<file path="config.mk">
export PLATFORM = sky130hd
export DESIGN_NAME = input_conditioner
export DESIGN_NICKNAME = d
export VERILOG_FILES = /design/src/rtl/input_conditioner.sv
export SDC_FILE = /design/constraint.sdc
export NUM_CORES = 1
export LEC_CHECK = 0
export CORE_ASPECT_RATIO = 0.9
export CORE_MARGIN = 2
export CORE_UTILIZATION = 39
export CTS_BUF_LIST = sky130_fd_sc_hd__clkbuf_16
export DETAILED_ROUTE_END_ITERATION = 8
export GPL_TIMING_DRIVEN = 0
export PLACE_DENSITY = 0.6
export SLEW_MARGIN = 20
export SYNTH_ARGS = -nofsm -noshare
export SYNTH_HDL_FRONTEND = slang
export SYNTH_SLANG_ARGS = --single-unit
</file>
<file path="constraint.sdc">
create_clock -name Clock -period 3.3 [get_ports Clock]
set_input_delay 0.66 -clock Clock [delete_from_list [all_inputs] [get_ports Clock]]
set_output_delay 0.66 -clock Clock [all_outputs]
set_load 0.01 [all_outputs]
</file>
<file path="src/rtl/input_conditioner.sv">
// input_conditioner: per-channel 2-flop synchroniser and debounce FSM producing clean levels.
// Define INPUT_COND_EDGE_EN to compile in the registered Rise/Fall pulse outputs.
module input_conditioner #(
  parameter int WIDTH           = 4,
  parameter int DEBOUNCE_CYCLES = 16,
  parameter int CW              = $clog2(DEBOUNCE_CYCLES)
) (
  input  logic             Clock,
  input  logic             Reset,
  input  logic [WIDTH-1:0] RawIn,
  output logic [WIDTH-1:0] Clean,
  output logic [WIDTH-1:0] Rise,
  output logic [WIDTH-1:0] Fall,
  output logic             Busy
);

  typedef enum logic {
    ST_STABLE   = 1'b0,
    ST_COUNTING = 1'b1
  } state_t;

  localparam logic [CW-1:0] CNT_LAST = CW'(DEBOUNCE_CYCLES - 1);
  localparam logic [CW-1:0] CNT_ZERO = CW'(0);
  localparam logic [CW-1:0] CNT_ONE  = CW'(1);

  logic [WIDTH-1:0] r_sync1;
  logic [WIDTH-1:0] r_sync2;
  logic [WIDTH-1:0] r_clean;
  state_t           r_state     [WIDTH];
  state_t           w_state_nxt [WIDTH];
  logic [CW-1:0]    r_cnt       [WIDTH];
  logic [CW-1:0]    w_cnt_nxt   [WIDTH];
  logic [WIDTH-1:0] w_clean_nxt;
  logic [WIDTH-1:0] w_cnt_nz;

  // Two-stage synchroniser; only r_sync2 is used by the debounce logic.
  always_ff @(posedge Clock) begin
    if (!Reset) begin
      r_sync1 <= {WIDTH{1'b0}};
      r_sync2 <= {WIDTH{1'b0}};
    end else begin
      r_sync1 <= RawIn;
      r_sync2 <= r_sync1;
    end
  end

  // Debounce state, counter and clean level registers for all channels.
  always_ff @(posedge Clock) begin
    if (!Reset) begin
      r_clean <= {WIDTH{1'b0}};
      for (int i = 0; i < WIDTH; i++) begin
        r_state[i] <= ST_STABLE;
        r_cnt[i]   <= CNT_ZERO;
      end
    end else begin
      r_clean <= w_clean_nxt;
      for (int i = 0; i < WIDTH; i++) begin
        r_state[i] <= w_state_nxt[i];
        r_cnt[i]   <= w_cnt_nxt[i];
      end
    end
  end

  // Next-state logic: a disagreement must persist DEBOUNCE_CYCLES cycles before Clean follows.
  always_comb begin
    w_clean_nxt = r_clean;
    for (int i = 0; i < WIDTH; i++) begin
      w_state_nxt[i] = r_state[i];
      w_cnt_nxt[i]   = r_cnt[i];
      case (r_state[i])
        ST_STABLE: begin
          if (r_sync2[i] != r_clean[i]) begin
            w_state_nxt[i] = ST_COUNTING;
            w_cnt_nxt[i]   = CNT_ONE;
          end else begin
            w_cnt_nxt[i]   = CNT_ZERO;
          end
        end
        ST_COUNTING: begin
          if (r_sync2[i] == r_clean[i]) begin
            w_state_nxt[i] = ST_STABLE;
            w_cnt_nxt[i]   = CNT_ZERO;
          end else if (r_cnt[i] == CNT_LAST) begin
            w_state_nxt[i] = ST_STABLE;
            w_cnt_nxt[i]   = CNT_ZERO;
            w_clean_nxt[i] = r_sync2[i];
          end else begin
            w_cnt_nxt[i]   = r_cnt[i] + CNT_ONE;
          end
        end
        default: begin
          w_state_nxt[i] = ST_STABLE;
          w_cnt_nxt[i]   = CNT_ZERO;
        end
      endcase
    end
  end

  // Busy reflects any channel with a partial count in progress.
  always_comb begin
    w_cnt_nz = {WIDTH{1'b0}};
    for (int i = 0; i < WIDTH; i++) begin
      w_cnt_nz[i] = (r_cnt[i] != CNT_ZERO);
    end
  end

  assign Busy  = |w_cnt_nz;
  assign Clean = r_clean;

`ifdef INPUT_COND_EDGE_EN
  logic [WIDTH-1:0] r_rise;
  logic [WIDTH-1:0] r_fall;

  // Edge pulses land in the same cycle Clean takes its new value.
  always_ff @(posedge Clock) begin
    if (!Reset) begin
      r_rise <= {WIDTH{1'b0}};
      r_fall <= {WIDTH{1'b0}};
    end else begin
      r_rise <= w_clean_nxt & ~r_clean;
      r_fall <= ~w_clean_nxt & r_clean;
    end
  end

  assign Rise = r_rise;
  assign Fall = r_fall;
`else
  assign Rise = {WIDTH{1'b0}};
  assign Fall = {WIDTH{1'b0}};
`endif

endmodule

</file>
==> results_dict.tcl <==
set metrics [dict create \
    cts_resized 0 \
    floorplan.die.height_um 59.19 \
    leakage_nw 0.6485 \
    via_count_of_the_first_global_routing_pass 964 \
    tritoncts "built" \
    synth.ff_latch_count 32 \
    whs_ns 0.4319 \
    crit_fanout 4 \
    wire_length_per_cell_after_detailed_routing_um 10.25 \
    setup_viol_count_final 0 \
    syn-mean-instance-area_um2 9.167 \
    hold_startpoint "r_sync1[0]" \
    critical_path.cell_chain "inv_1 > ha_1 > nor4b_1 > nand3_1 > clkdlybuf4s50_1" \
    grt_antenna_before_repair 0 \
    worst-endpoint-required_ns 2.64 \
    antenna_cells_inserted 0 \
    finalClockSkew_ns 0.002499 \
    cts_inserted_buffers 5 \
    netlist_instances 144 \
    post-route-min-period_ns 2.398 \
    pin_count 19 \
    r2r.worst_path.cells 4 \
    ys.warnings.count 0 \
    cts_max_level 2 \
    worstPathArrival_ns 1.74 \
    fmaxAchievable_mhz 417.1 \
    critical_path.slowest_cell "sky130_fd_sc_hd__clkdlybuf4s50_1" \
    global_route.peak_usage_layer "met2" \
    critical_path.startpoint_type "register" \
    grt_util_met3_pct 4.563 \
    cp_top_family "buffers and inverters" \
    critPathCaptureType "output pin" \
    postCtsSetupBuffers 0 \
    reg2reg_to "r_cnt[0][0]" \
    rd_place_congestion 0.7402 \
    met1_usage_pct 14.61 \
    drt_iter0_drc 15 \
    floorplan.core_area_um2 3303 \
    ctsRootBufferMaster "sky130_fd_sc_hd__clkbuf_16" \
    worst_reg_to_reg_setup_slack_ns 2.06 \
    hold_path_depth 1 \
    floorplan.die.width_um 65.33 \
    timing.critical_path.buf_inv 2 \
    grt_pass1_wl_um 3919 \
    finalWirelength_um 2173 \
    cts-hold-fix-buffers 0 \
    timing.final.max_slew_violations 0 \
    vias_per_cell 4.590 \
    floorplan.initialDensity_pct 39.96 \
    grt_setup_unrepaired "false" \
    grt_start_max_net_pins 11 \
    timing.critical_path.slowest_cell_delay_ns 0.49 \
    via_count 973 \
    drive_gt1_share_pct 11.31 \
    globalRoute.totalOverflow 0 \
    crit-reg2reg-launch "r_cnt[0][0]" \
    whs_endpoint "r_sync2[0]" \
    min_path_type "reg -> reg" \
    cts.reportedPaths.clkPinSlew_ns 0.05 \
    power_density_over_the_cells_nw_per_um2 517.0 \
    rows 20 \
    finalHoldViolCount 0 \
    clockBufferDepth 2 \
    timing.final.crit_share_pct 72.66 \
    dp_hpwl_um 1641 \
    detail_route.first_pass.iterations 3 \
    port-buffer-count 10 \
    setup_total_negative_slack_ns 0 \
    netlist_area_um2 1320 \
    clk_latency_ns 0.27 \
    global_route.usage.total_pct 13.69 \
    ys_seq_area_share_pct 48.53 \
    antenna_violating_nets_post_route 0 \
    fp.dieArea_um2 3867 \
    critical_path_class "reg -> out" \
    global_route.usage.met2_pct 23.32 \
    fin_nets 182 \
    worst_ir_drop_vdd_mv 0.4292 \
    drc_violation_count_after_routing 0 \
    critPathLaunch "r_cnt[0][0]" \
    clock_sink_count 32 \
    outcome "complete, no violations" \
    synth_cell_type_count 24 \
    syn_to_layout_area_delta_pct 23.79 \
    cap_viol_max_count 0 \
]
==> synth_stat cells, drive strengths merged <==
cell | instances | area, µm²
or4 | 4 | 30.03
xnor2 | 4 | 35.03
and3 | 4 | 25.02
and2 | 8 | 50.05
nand3 | 13 | 65.06
ha | 8 | 100.1
a21oi | 8 | 40.04
a21boi | 4 | 30.03
nor3 | 1 | 5.000
clkbuf | 1 | 3.750
xor2 | 4 | 35.03
o21ai | 8 | 40.04
buf | 9 | 65.06
conb | 1 | 3.750
nor4b | 2 | 17.52
nor2 | 8 | 30.03
dfxtp | 32 | 640.6
inv | 11 | 41.29
nand2 | 9 | 33.78
clkinv | 1 | 3.750
nand4 | 4 | 25.02
==> routing by layer <==
layer / up-vias / share of wire, %
met1: 436 / 46
li1: 514 / -
met3: 7 / 4.1
met5: - / 0
met2: 16 / 48
met4: 0 / 2.7
==> through the flow <==
step | instances | util, % | setup slack [ns] | instance area (µm²) | power (mW)
2_1_floorplan | 151 | - | 1.777 | 1346 | 0.4295
3_3_place_gp | 205 | 45.45 | 1.159 | 1501 | 0.4415
3_5_place_dp | 205 | 45.45 | 1.135 | 1501 | 0.4422
4_1_cts | 212 | 49.47 | 0.8398 | 1634 | 0.8563
5_1_grt | 212 | 49.47 | 0.7039 | 1634 | 0.8780
6_report | 212 | 49.47 | 0.9022 | 1634 | 0.8449
==> cells by family after synthesis <==
kind of cell / Yosys count / synth area share [%]
AO/OA/AOI/OAI: 20 / 8.342
flip-flops: 32 / 48.53
AND/OR/NAND/NOR: 53 / 21.33
adder cells (fa/ha/maj): 8 / 7.583
other: 1 / 0.2841
XOR/XNOR: 8 / 5.308
buffers and inverters: 22 / 8.625
==> state kept, by name, indices dropped and copies added (netlist names) <==
signal / count
r_cnt: 16
r_state: 4
Clean: 4
r_sync2: 4
r_sync1: 4
==> report_power, final <==
part	total, mW	leakage (nW)	internal [mW]	switching, mW
clock	0.410	0.0648	0.268	0.142
combinational	0.0359	0.324	0.0200	0.0159
sequential	0.399	0.260	0.395	0.00392
total	0.845	0.648	0.683	0.162
==> layout make-up <==
type,count,area [µm²]
clock inverter,2,7.507
multi-input combinational,97,591.8
timing repair buffer,10,100.1
clock buffer,5,125.1
tap,44,55.05
sequential,32,640.6
inverter,12,45.04
fill,313,1669
buffer,10,68.82
==> worst max-delay path by stage <==
stage               depth (start not counted)  slack (ns)  endpoint
finish                                      5        0.90      Busy
global route                                5        0.70      Busy
CTS                                         5        0.84      Busy
detailed placement                          5        1.13      Busy
global placement                            5        1.16      Busy
floorplan                                   4        1.78      Busy
==> cell usage in the layout, fill, tap and decap left out <==
cell                              netlist  routed
sky130_fd_sc_hd__dfxtp_1               32      32
sky130_fd_sc_hd__nand4_1                4       4
sky130_fd_sc_hd__nand3_1               13      13
sky130_fd_sc_hd__nor4b_1                2       2
sky130_fd_sc_hd__nor3_1                 1       1
sky130_fd_sc_hd__clkbuf_16              0       5
sky130_fd_sc_hd__or4_1                  4       4
sky130_fd_sc_hd__clkbuf_1               1       1
sky130_fd_sc_hd__ha_1                   8       8
sky130_fd_sc_hd__a21boi_1               4       4
sky130_fd_sc_hd__conb_1                 1       8
sky130_fd_sc_hd__o21ai_0                4       4
sky130_fd_sc_hd__nand2_1                9       9
sky130_fd_sc_hd__clkinv_1               1       3
sky130_fd_sc_hd__clkdlybuf4s50_1        0      10
sky130_fd_sc_hd__xnor2_1                4       4
sky130_fd_sc_hd__o21ai_1                4       4
sky130_fd_sc_hd__inv_1                  6       6
sky130_fd_sc_hd__nor2_1                 8       8
sky130_fd_sc_hd__buf_4                  8       8
sky130_fd_sc_hd__inv_2                  5       5
sky130_fd_sc_hd__a21oi_1                8       8
sky130_fd_sc_hd__xor2_1                 4       4
sky130_fd_sc_hd__and3_1                 4       4
sky130_fd_sc_hd__and2_1                 8       8
sky130_fd_sc_hd__buf_2                  1       1
(Power assumes the default switching activity.)
